### src/rtl/cpu_pkg.sv
// Shared definitions for the 4-bit CPU: instruction fields, opcodes, ALU selects,
// controller FSM states and the jump classification produced by the decoder.
package cpu_pkg;

    localparam int unsigned OPC_W   = 4;
    localparam int unsigned OPR_W   = 4;
    localparam int unsigned INSTR_W = OPC_W + OPR_W;
    localparam int unsigned DATA_W  = 4;
    localparam int unsigned ADDR_W  = 4;
    localparam int unsigned SEL_W   = 3;

    localparam logic [OPC_W-1:0] OP_NOP = 4'h0;
    localparam logic [OPC_W-1:0] OP_LDI = 4'h1;
    localparam logic [OPC_W-1:0] OP_ADD = 4'h2;
    localparam logic [OPC_W-1:0] OP_SUB = 4'h3;
    localparam logic [OPC_W-1:0] OP_AND = 4'h4;
    localparam logic [OPC_W-1:0] OP_OR  = 4'h5;
    localparam logic [OPC_W-1:0] OP_XOR = 4'h6;
    localparam logic [OPC_W-1:0] OP_JMP = 4'h7;
    localparam logic [OPC_W-1:0] OP_JZ  = 4'h8;
    localparam logic [OPC_W-1:0] OP_JC  = 4'h9;
    localparam logic [OPC_W-1:0] OP_OUT = 4'hA;
    localparam logic [OPC_W-1:0] OP_HLT = 4'hF;

    // Select codes understood by the external alu block
    localparam logic [SEL_W-1:0] ALU_ADD = 3'b000;
    localparam logic [SEL_W-1:0] ALU_SUB = 3'b001;
    localparam logic [SEL_W-1:0] ALU_AND = 3'b010;
    localparam logic [SEL_W-1:0] ALU_OR  = 3'b011;
    localparam logic [SEL_W-1:0] ALU_XOR = 3'b100;

    typedef enum logic [1:0] {
        ST_FETCH   = 2'd0,
        ST_DECODE  = 2'd1,
        ST_EXECUTE = 2'd2,
        ST_HALT    = 2'd3
    } state_e;

    typedef enum logic [1:0] {
        JMP_NONE   = 2'd0,
        JMP_ALWAYS = 2'd1,
        JMP_Z      = 2'd2,
        JMP_C      = 2'd3
    } jump_e;

endpackage

### src/rtl/instr_decoder.sv
// Combinational opcode decoder for cpu_control. Opcodes 0xB-0xE are flagged
// illegal only when CPU_ILLEGAL_TRAP_EN is defined; otherwise they decode as NOP.
module instr_decoder
    import cpu_pkg::*;
(
    input  logic [OPC_W-1:0] opcode_i,
    output logic [SEL_W-1:0] alu_sel_o,
    output logic             acc_we_o,
    output logic             acc_from_alu_o,
    output logic             flag_we_o,
    output jump_e            jump_o,
    output logic             is_out_o,
    output logic             is_halt_o,
    output logic             is_illegal_o
);

`ifdef CPU_ILLEGAL_TRAP_EN
    localparam logic TRAP_EN = 1'b1;
`else
    localparam logic TRAP_EN = 1'b0;
`endif

    // Opcode to control-bundle decode
    always_comb begin
        alu_sel_o      = ALU_ADD;
        acc_we_o       = 1'b0;
        acc_from_alu_o = 1'b0;
        flag_we_o      = 1'b0;
        jump_o         = JMP_NONE;
        is_out_o       = 1'b0;
        is_halt_o      = 1'b0;
        is_illegal_o   = 1'b0;
        case (opcode_i)
            OP_NOP: ;
            OP_LDI: acc_we_o = 1'b1;
            OP_ADD, OP_SUB, OP_AND, OP_OR, OP_XOR: begin
                acc_we_o       = 1'b1;
                acc_from_alu_o = 1'b1;
                flag_we_o      = 1'b1;
                case (opcode_i)
                    OP_ADD:  alu_sel_o = ALU_ADD;
                    OP_SUB:  alu_sel_o = ALU_SUB;
                    OP_AND:  alu_sel_o = ALU_AND;
                    OP_OR:   alu_sel_o = ALU_OR;
                    OP_XOR:  alu_sel_o = ALU_XOR;
                    default: alu_sel_o = ALU_ADD;
                endcase
            end
            OP_JMP: jump_o    = JMP_ALWAYS;
            OP_JZ:  jump_o    = JMP_Z;
            OP_JC:  jump_o    = JMP_C;
            OP_OUT: is_out_o  = 1'b1;
            OP_HLT: is_halt_o = 1'b1;
            4'hB, 4'hC, 4'hD, 4'hE: is_illegal_o = TRAP_EN;
            default: ;
        endcase
    end

endmodule

### src/rtl/cpu_control.sv
// Fetch/decode/execute controller for the 4-bit CPU; three cycles per instruction.
// Optional illegal-opcode trap is enabled by defining CPU_ILLEGAL_TRAP_EN.
module cpu_control
    import cpu_pkg::*;
#(
    parameter logic [ADDR_W-1:0] PC_RESET = 4'd0
) (
    input  logic               clk,
    input  logic               rst,
    input  logic               run,
    output logic [ADDR_W-1:0]  instr_addr,
    input  logic [INSTR_W-1:0] instr_data,
    output logic [DATA_W-1:0]  alu_a,
    output logic [DATA_W-1:0]  alu_b,
    output logic [SEL_W-1:0]   alu_sel,
    input  logic [DATA_W-1:0]  alu_result,
    input  logic               alu_carry,
    input  logic               alu_zero,
    output logic [DATA_W-1:0]  acc_out,
    output logic               flag_c,
    output logic               flag_z,
    output logic [DATA_W-1:0]  out_data,
    output logic               out_valid,
    output logic               halted,
    output logic               illegal
);

    state_e               state_q, state_d;
    logic [ADDR_W-1:0]    pc_q, pc_d;
    logic [INSTR_W-1:0]   ir_q, ir_d;
    logic [DATA_W-1:0]    acc_q, acc_d;
    logic                 flag_c_q, flag_c_d;
    logic                 flag_z_q, flag_z_d;
    logic [DATA_W-1:0]    out_data_q, out_data_d;
    logic                 out_valid_q, out_valid_d;
    logic                 halted_q, halted_d;
    logic                 illegal_q, illegal_d;

    logic [SEL_W-1:0]     dec_alu_sel_s;
    logic                 dec_acc_we_s;
    logic                 dec_acc_from_alu_s;
    logic                 dec_flag_we_s;
    jump_e                dec_jump_s;
    logic                 dec_is_out_s;
    logic                 dec_is_halt_s;
    logic                 dec_is_illegal_s;
    logic                 jump_taken_s;
    logic [OPR_W-1:0]     operand_s;

    assign operand_s = ir_q[OPR_W-1:0];

    instr_decoder u_dec (
        .opcode_i       (ir_q[INSTR_W-1:OPR_W]),
        .alu_sel_o      (dec_alu_sel_s),
        .acc_we_o       (dec_acc_we_s),
        .acc_from_alu_o (dec_acc_from_alu_s),
        .flag_we_o      (dec_flag_we_s),
        .jump_o         (dec_jump_s),
        .is_out_o       (dec_is_out_s),
        .is_halt_o      (dec_is_halt_s),
        .is_illegal_o   (dec_is_illegal_s)
    );

    // Conditional jumps test the flags as they stood before this instruction
    always_comb begin
        jump_taken_s = 1'b0;
        case (dec_jump_s)
            JMP_ALWAYS: jump_taken_s = 1'b1;
            JMP_Z:      jump_taken_s = flag_z_q;
            JMP_C:      jump_taken_s = flag_c_q;
            default:    jump_taken_s = 1'b0;
        endcase
    end

    // Next-state and commit logic
    always_comb begin
        state_d     = state_q;
        pc_d        = pc_q;
        ir_d        = ir_q;
        acc_d       = acc_q;
        flag_c_d    = flag_c_q;
        flag_z_d    = flag_z_q;
        out_data_d  = out_data_q;
        out_valid_d = 1'b0;
        halted_d    = halted_q;
        illegal_d   = illegal_q;
        case (state_q)
            ST_FETCH: begin
                if (run) begin
                    ir_d    = instr_data;
                    pc_d    = pc_q + 4'd1;
                    state_d = ST_DECODE;
                end else begin
                    state_d = ST_FETCH;
                end
            end
            ST_DECODE: state_d = ST_EXECUTE;
            ST_EXECUTE: begin
                if (dec_acc_we_s) begin
                    if (dec_acc_from_alu_s) begin
                        acc_d = alu_result;
                    end else begin
                        acc_d = operand_s;
                    end
                end else begin
                    acc_d = acc_q;
                end
                if (dec_flag_we_s) begin
                    flag_c_d = alu_carry;
                    flag_z_d = alu_zero;
                end else begin
                    flag_c_d = flag_c_q;
                    flag_z_d = flag_z_q;
                end
                if (jump_taken_s) begin
                    pc_d = operand_s;
                end else begin
                    pc_d = pc_q;
                end
                if (dec_is_out_s) begin
                    out_data_d  = acc_q;
                    out_valid_d = 1'b1;
                end else begin
                    out_data_d  = out_data_q;
                    out_valid_d = 1'b0;
                end
                if (dec_is_halt_s || dec_is_illegal_s) begin
                    state_d   = ST_HALT;
                    halted_d  = 1'b1;
                    illegal_d = illegal_q | dec_is_illegal_s;
                end else begin
                    state_d   = ST_FETCH;
                end
            end
            ST_HALT: state_d = ST_HALT;
            default: state_d = ST_FETCH;
        endcase
    end

    // State and datapath registers
    always_ff @(posedge clk or posedge rst) begin
        if (rst) begin
            state_q     <= ST_FETCH;
            pc_q        <= PC_RESET;
            ir_q        <= 8'h00;
            acc_q       <= 4'h0;
            flag_c_q    <= 1'b0;
            flag_z_q    <= 1'b0;
            out_data_q  <= 4'h0;
            out_valid_q <= 1'b0;
            halted_q    <= 1'b0;
            illegal_q   <= 1'b0;
        end else begin
            state_q     <= state_d;
            pc_q        <= pc_d;
            ir_q        <= ir_d;
            acc_q       <= acc_d;
            flag_c_q    <= flag_c_d;
            flag_z_q    <= flag_z_d;
            out_data_q  <= out_data_d;
            out_valid_q <= out_valid_d;
            halted_q    <= halted_d;
            illegal_q   <= illegal_d;
        end
    end

    assign instr_addr = pc_q;
    assign alu_a      = acc_q;
    assign alu_b      = operand_s;
    assign alu_sel    = dec_alu_sel_s;
    assign acc_out    = acc_q;
    assign flag_c     = flag_c_q;
    assign flag_z     = flag_z_q;
    assign out_data   = out_data_q;
    assign out_valid  = out_valid_q;
    assign halted     = halted_q;
    assign illegal    = illegal_q;

endmodule

### config.mk
export PLATFORM = sky130hd
export DESIGN_NAME = cpu_control
export DESIGN_NICKNAME = d
export VERILOG_FILES = /design/src/rtl/cpu_pkg.sv /design/src/rtl/instr_decoder.sv /design/src/rtl/cpu_control.sv
export SDC_FILE = /design/constraint.sdc
export NUM_CORES = 1
export LEC_CHECK = 0
export BUFFER_PORTS_ARGS = -buffer_cell sky130_fd_sc_hd__buf_4
export CELL_PAD_IN_SITES_DETAIL_PLACEMENT = 0
export CELL_PAD_IN_SITES_GLOBAL_PLACEMENT = 1
export CORE_UTILIZATION = 30
export CTS_BUF_LIST = sky130_fd_sc_hd__clkbuf_4 sky130_fd_sc_hd__clkbuf_8
export DETAILED_ROUTE_END_ITERATION = 7
export PLACE_DENSITY = 0.76
export SLEW_MARGIN = 5
export SYNTH_ARGS = -nofsm -noshare
export SYNTH_HDL_FRONTEND = slang
export SYNTH_SLANG_ARGS = --single-unit
### constraint.sdc
create_clock -name clk -period 2 [get_ports clk]
set_input_delay 0.4 -clock clk [delete_from_list [all_inputs] [get_ports clk]]
set_output_delay 0.4 -clock clk [all_outputs]
set_load 0.05 [all_outputs]
; After elaboration in Yosys (flattened, before gate mapping)
; Index checks and enable logic that the tools add are counted.
[classes]
addsub = 1
eq_ne = 19
mux = 17
n_reduce_logical = 10
[ops]
columns = cell, n
row1 = $eq 4x3->1 const B, 4
row2 = $eq 4x4->1 const B, 4
row3 = $mux 4, 3
row4 = $pmux 3 s4, 1
row5 = $reduce_and 2->1, 5
row6 = $eq 2x2->1 const B, 4
row7 = $eq 4x2->1 const B, 2
row8 = $pmux 2 s4, 1
row9 = $pmux 4 s2, 1
row10 = $mux 1, 7
row11 = $pmux 2 s3, 1
row12 = $reduce_or 6->1, 1
row13 = $reduce_or 5->1, 1
row14 = $add 4x1->4 const B, 1
row15 = $eq 2x1->1 const B, 2
row16 = $eq 4x1->1 const B, 1
row17 = $ne 2x2->1 const B, 2
row18 = $mux 3, 1
row19 = $pmux 1 s3, 1
row20 = $reduce_and 3->1, 1
row21 = $logic_not 2->1, 1
row22 = $mux 2, 1
row23 = $reduce_bool 2->1, 1
[word_totals]
ff_bits = 26
inputBits = 17
output_inout_bits = 28
word_cells = 56

; Longest topological paths before layout
[logic_depth]
word_depth = 6
ltp_mapped = 5
mapped_depth_nobuf = 5

; Modules after synthesis
; Synthesis repeated with hierarchy kept, for this count alone.
[hier_totals]
cells_unflattened = 141
area_unflattened_um2 = 1440.1
[modules_own_cells]
columns = module, n_inst, cells_each, area_each_um2, seq_area_each_um2
row1 = cpu_control, 1, 122, 1276.2, 675.6
row2 = instr_decoder, 1, 19, 163.9, 0.0

; Least setup slack after synthesis
; OpenSTA, ideal clock, no wires.
[synth_path]
path_kind = register -> output
from = register ir_q[5]
to = output port alu_sel[0]
arrival_time_ps = 1903
required_time_ps = 1600
setup_slack_ps = -303
stages_incl_launch_ff = 4
path_buffers = 1
path_cell_list = dfrtp_1 > clkbuf_1 > xnor2_1 > nor3b_1
[synth_between]
elab_chain_len = 3
elab_cells_between_ends = 8
cone_classes = 5 x eq/ne / 2 x mux / 1 x reduce/logical
[synth_lines]
columns = element, line_no
row1 = start: declaration, cpu_control.sv:30  ; logic [INSTR_W-1:0] ir_q, ir_d;
row2 = start signal: assignment, cpu_control.sv:156  ; ir_q <= ir_d;
row3 = "$eq 4x3->1, or another cell as far along", "instr_decoder.sv:33, instr_decoder.sv:40"
row4 = $pmux 3 s4 / $reduce_or 5->1 (equally long branches), "instr_decoder.sv:40, instr_decoder.sv:33"
row5 = $mux 3 *, instr_decoder.sv:33  ; case (opcode_i)
row6 = end: declaration, cpu_control.sv:15  ; output logic [SEL_W-1:0] alu_sel,
; Every way passes the cells marked *; elsewhere a longest branch is shown, timed or not.

; Final worst setup path
; Ends and elaborated chain as after synthesis.

==> results.yml <==
setup_path:
  r2r-end: "acc_out[1]$_DFFE_PP0P_"
  path_buf_inv: 1
  crit_type: "flip-flop to output port"
  regToRegStartpoint: "state_q[0]$_DFF_PP0_"
  worst-r2r-cell-count: 4
  cp_cell_sequence: "xnor2_1, nor3b_2, buf_4"
  worst_ep_arrival_time_ns: 1.36
  worst-path-stages: 3
  critPathMaxStageDelay_ns: 0.52
  cp-end-kind: "output port"
  critPathLaunchType: "flip-flop"
  cp_data_required_time_ns: 1.60
  worst-path-max-fanout: 11
  crit_family: "flip-flops"
  r2r_slack_ns: 0.27
  slowest_stage: "dfrtp_1"
synth:
  synth_edf_count: 0
  netlist.area_leader.share_pct: 48.1
  synth_cell_types: 30
  ys_ff_latch: 26
  netlist_instances: 112
  ys_seq_area_share_pct: 48.1
  async_reset_ff_share_pct: 100
  synth_top_area_cell: "dfrtp_1"
  syn-num-nets: 130
  synth_warnings: 0
  ys_top_cells_by_area: "dfrtp_1, mux2_2, mux2_4, buf_4, a21oi_1"
  avgSynthCellArea_um2: 12.1
  netlist_area_mm2: 0.00135
  synth_ff_type: "dfrtp_1"
job:
  max-cap-violations: 0
drt:
  routed-wl-met3_um: 123
  drc_errors: 0
  met2_length_um: 1470
  vias_per_cell: 4.76
  post_drt_wl_per_cell_um: 14.2
  antenna_left: 0
  dr.pass1.iters: 4
  drt_wl_total_um: 2820
  highest_layer: "met4"
  first_iter_violations: 34
  met1Wirelength_um: 1150
  num_vias: 942
timing:
  fin_crit_ns: 1.76
  hold_viol_final: 0
  rsz0062_at_grt: "false"
  skew_ns: 0.00558
  max_slew.worst_pin.slew_ns: 0.526
  slew_headroom_pct: 64.7
  report.final.slew_viol_count: 0
  setup_viol: 0
  fin_crit_sh_pct: 88.2
  fin_ws_ns: 0.237
  tns_ns: 0
  clock.fmax_ghz: 0.567
finish:
  multiInputGateArea_um2: 588
  n_fill_cell: 418
  stdcell_area_mm2: 0.00173
  utilization_pct: 39.7
  layout-drive-gt1-share_pct: 50.7
  seq_area_um2: 651
  area_growth_pct: 27.6
  nNetsFinal: 165
  antenna_cells: 0
floorplanning:
  initial_utilization_pct: 31.1
  io_pins: 45
  die_y_um: 69.2
  fp.dieW_um: 69.2
  core_mm2: 0.00435
  fp.dieArea_mm2: 0.00479
  num_rows: 24
clock_tree:
  cts-buffers-inserted: 3
  clk_pin_slew_ns: 0.09
  cts_hold_buf: 0
  clk_latency_ns: 0.28
  cts_sinks: 26
  h-tree-depth: 1
  post_cts_buffers: 0
  clockBufferDepth: 2
  cts_repair_resize_count: 0
  cts_tree: "done"
  root_buffer: "clkbuf_8"
hold_path:
  min_path_type: "primary input to asynchronous set/reset pin"
global_routing:
  antenna_found_initial: 0
  grt-ovfl-total: 0
  grt_pass1_vias: 947
  grt_pass1_wl_um: 4660
  grt_max_degree: 27
  grt_usage_pct: 12.4
placed_design:
  portBuffers: 43
  gp_congestion: 0.762
  post-dp-hpwl_um: 2130
  postPlaceCellArea_mm2: 0.00166
  dp_slack_ns: 0.278
outcome:
  status: "complete, no violations"
-- through the flow --
step	instances	hold WS, ns
after floorplan	112	0.440
after global placement	194	0.457
after detailed placement	194	0.466
after CTS	198	0.171
after global routing	198	0.188
final	198	0.171
-- registers in the layout, summed over array words and instances, names as in the netlist --
signal	count
acc_out	4
flag_c	1
flag_z	1
halted	1
instr_addr	4
ir_q	8
out_data	4
out_valid	1
state_q	2
-- cells in the final DEF, fill, tap and decap left out, types with 2 or more instances in the layout --
cell | Yosys | layout
mux2i_1 | 2 | 2
nand2b_1 | 5 | 5
mux2_2 | 12 | 12
o21ai_0 | 3 | 3
mux2_4 | 8 | 8
mux2_1 | 2 | 2
dfrtp_1 | 26 | 26
a21oi_1 | 7 | 7
buf_4 | 9 | 45
clkbuf_8 | 0 | 3
nand3_1 | 2 | 2
inv_1 | 4 | 4
a21o_1 | 2 | 2
o21ai_1 | 2 | 2
nor2_1 | 7 | 7
-- routing by layer --
layer	up-vias	GRT usage, %
li1	455	-
met1	461	14.6
met2	21	20.7
met3	5	2.76
met4	0	6.80
met5	-	0
-- worst reg2reg max path: stages (launching register included) --
cell	delay, ns
dfrtp_1	0.44
nand2b_1	0.29
a311oi_2	0.37
o31ai_2	0.20
mux2_4	0.33
-- cells in the mapped netlist (2+ instances only) --
master	number
a21o_1	2
a21oi_1	7
buf_4	9
buf_6	2
clkbuf_1	4
dfrtp_1	26
inv_1	4
mux2_1	2
mux2_2	12
mux2_4	8
mux2i_1	2
nand2b_1	5
nand3_1	2
nor2_1	7
nor3b_1	2
o21ai_0	3
o21ai_1	2
-- worst max-delay path by stage --
stage,start,endpoint
finish,ir_q[5]$_DFFE_PP0P_,alu_sel[0]
global route,ir_q[5]$_DFFE_PP0P_,alu_sel[0]
CTS,ir_q[5]$_DFFE_PP0P_,alu_sel[0]
detailed placement,state_q[0]$_DFF_PP0_,acc_out[2]$_DFFE_PP0P_
global placement,state_q[0]$_DFF_PP0_,acc_out[0]$_DFFE_PP0P_
floorplan,ir_q[5]$_DFFE_PP0P_,alu_sel[0]
-- layout make-up --
cell class / instances / share of cell area [%]
flip-flops and latches: 26 / 37.7
multi-input cells: 67 / 34.0
repair buffers: 45 / 19.6
well taps: 52 / 3.77
clock buffers: 3 / 2.39
clock inverters: 1 / 1.74
inverters: 4 / 0.869
-- cell families (layout without fill, tap and decap cells) --
family                   count (synthesis)  count (layout)  share of synthesized area (%)
flip-flops                              26              26                           48.1
multiplexers                            24              24                           22.0
AND/OR/NAND/NOR                         21              21                           9.15
AO/OA/AOI/OAI                           19              19                           10.1
buffers and inverters                   19              53                           8.87
adder cells (fa/ha/maj)                  1               1                          0.924
other                                    1               1                          0.277
XOR/XNOR                                 1               1                          0.647
Power is left out: the tool's default activity adds up to more than one toggle a clock period on the data nets, which glitch-free logic cannot reach.
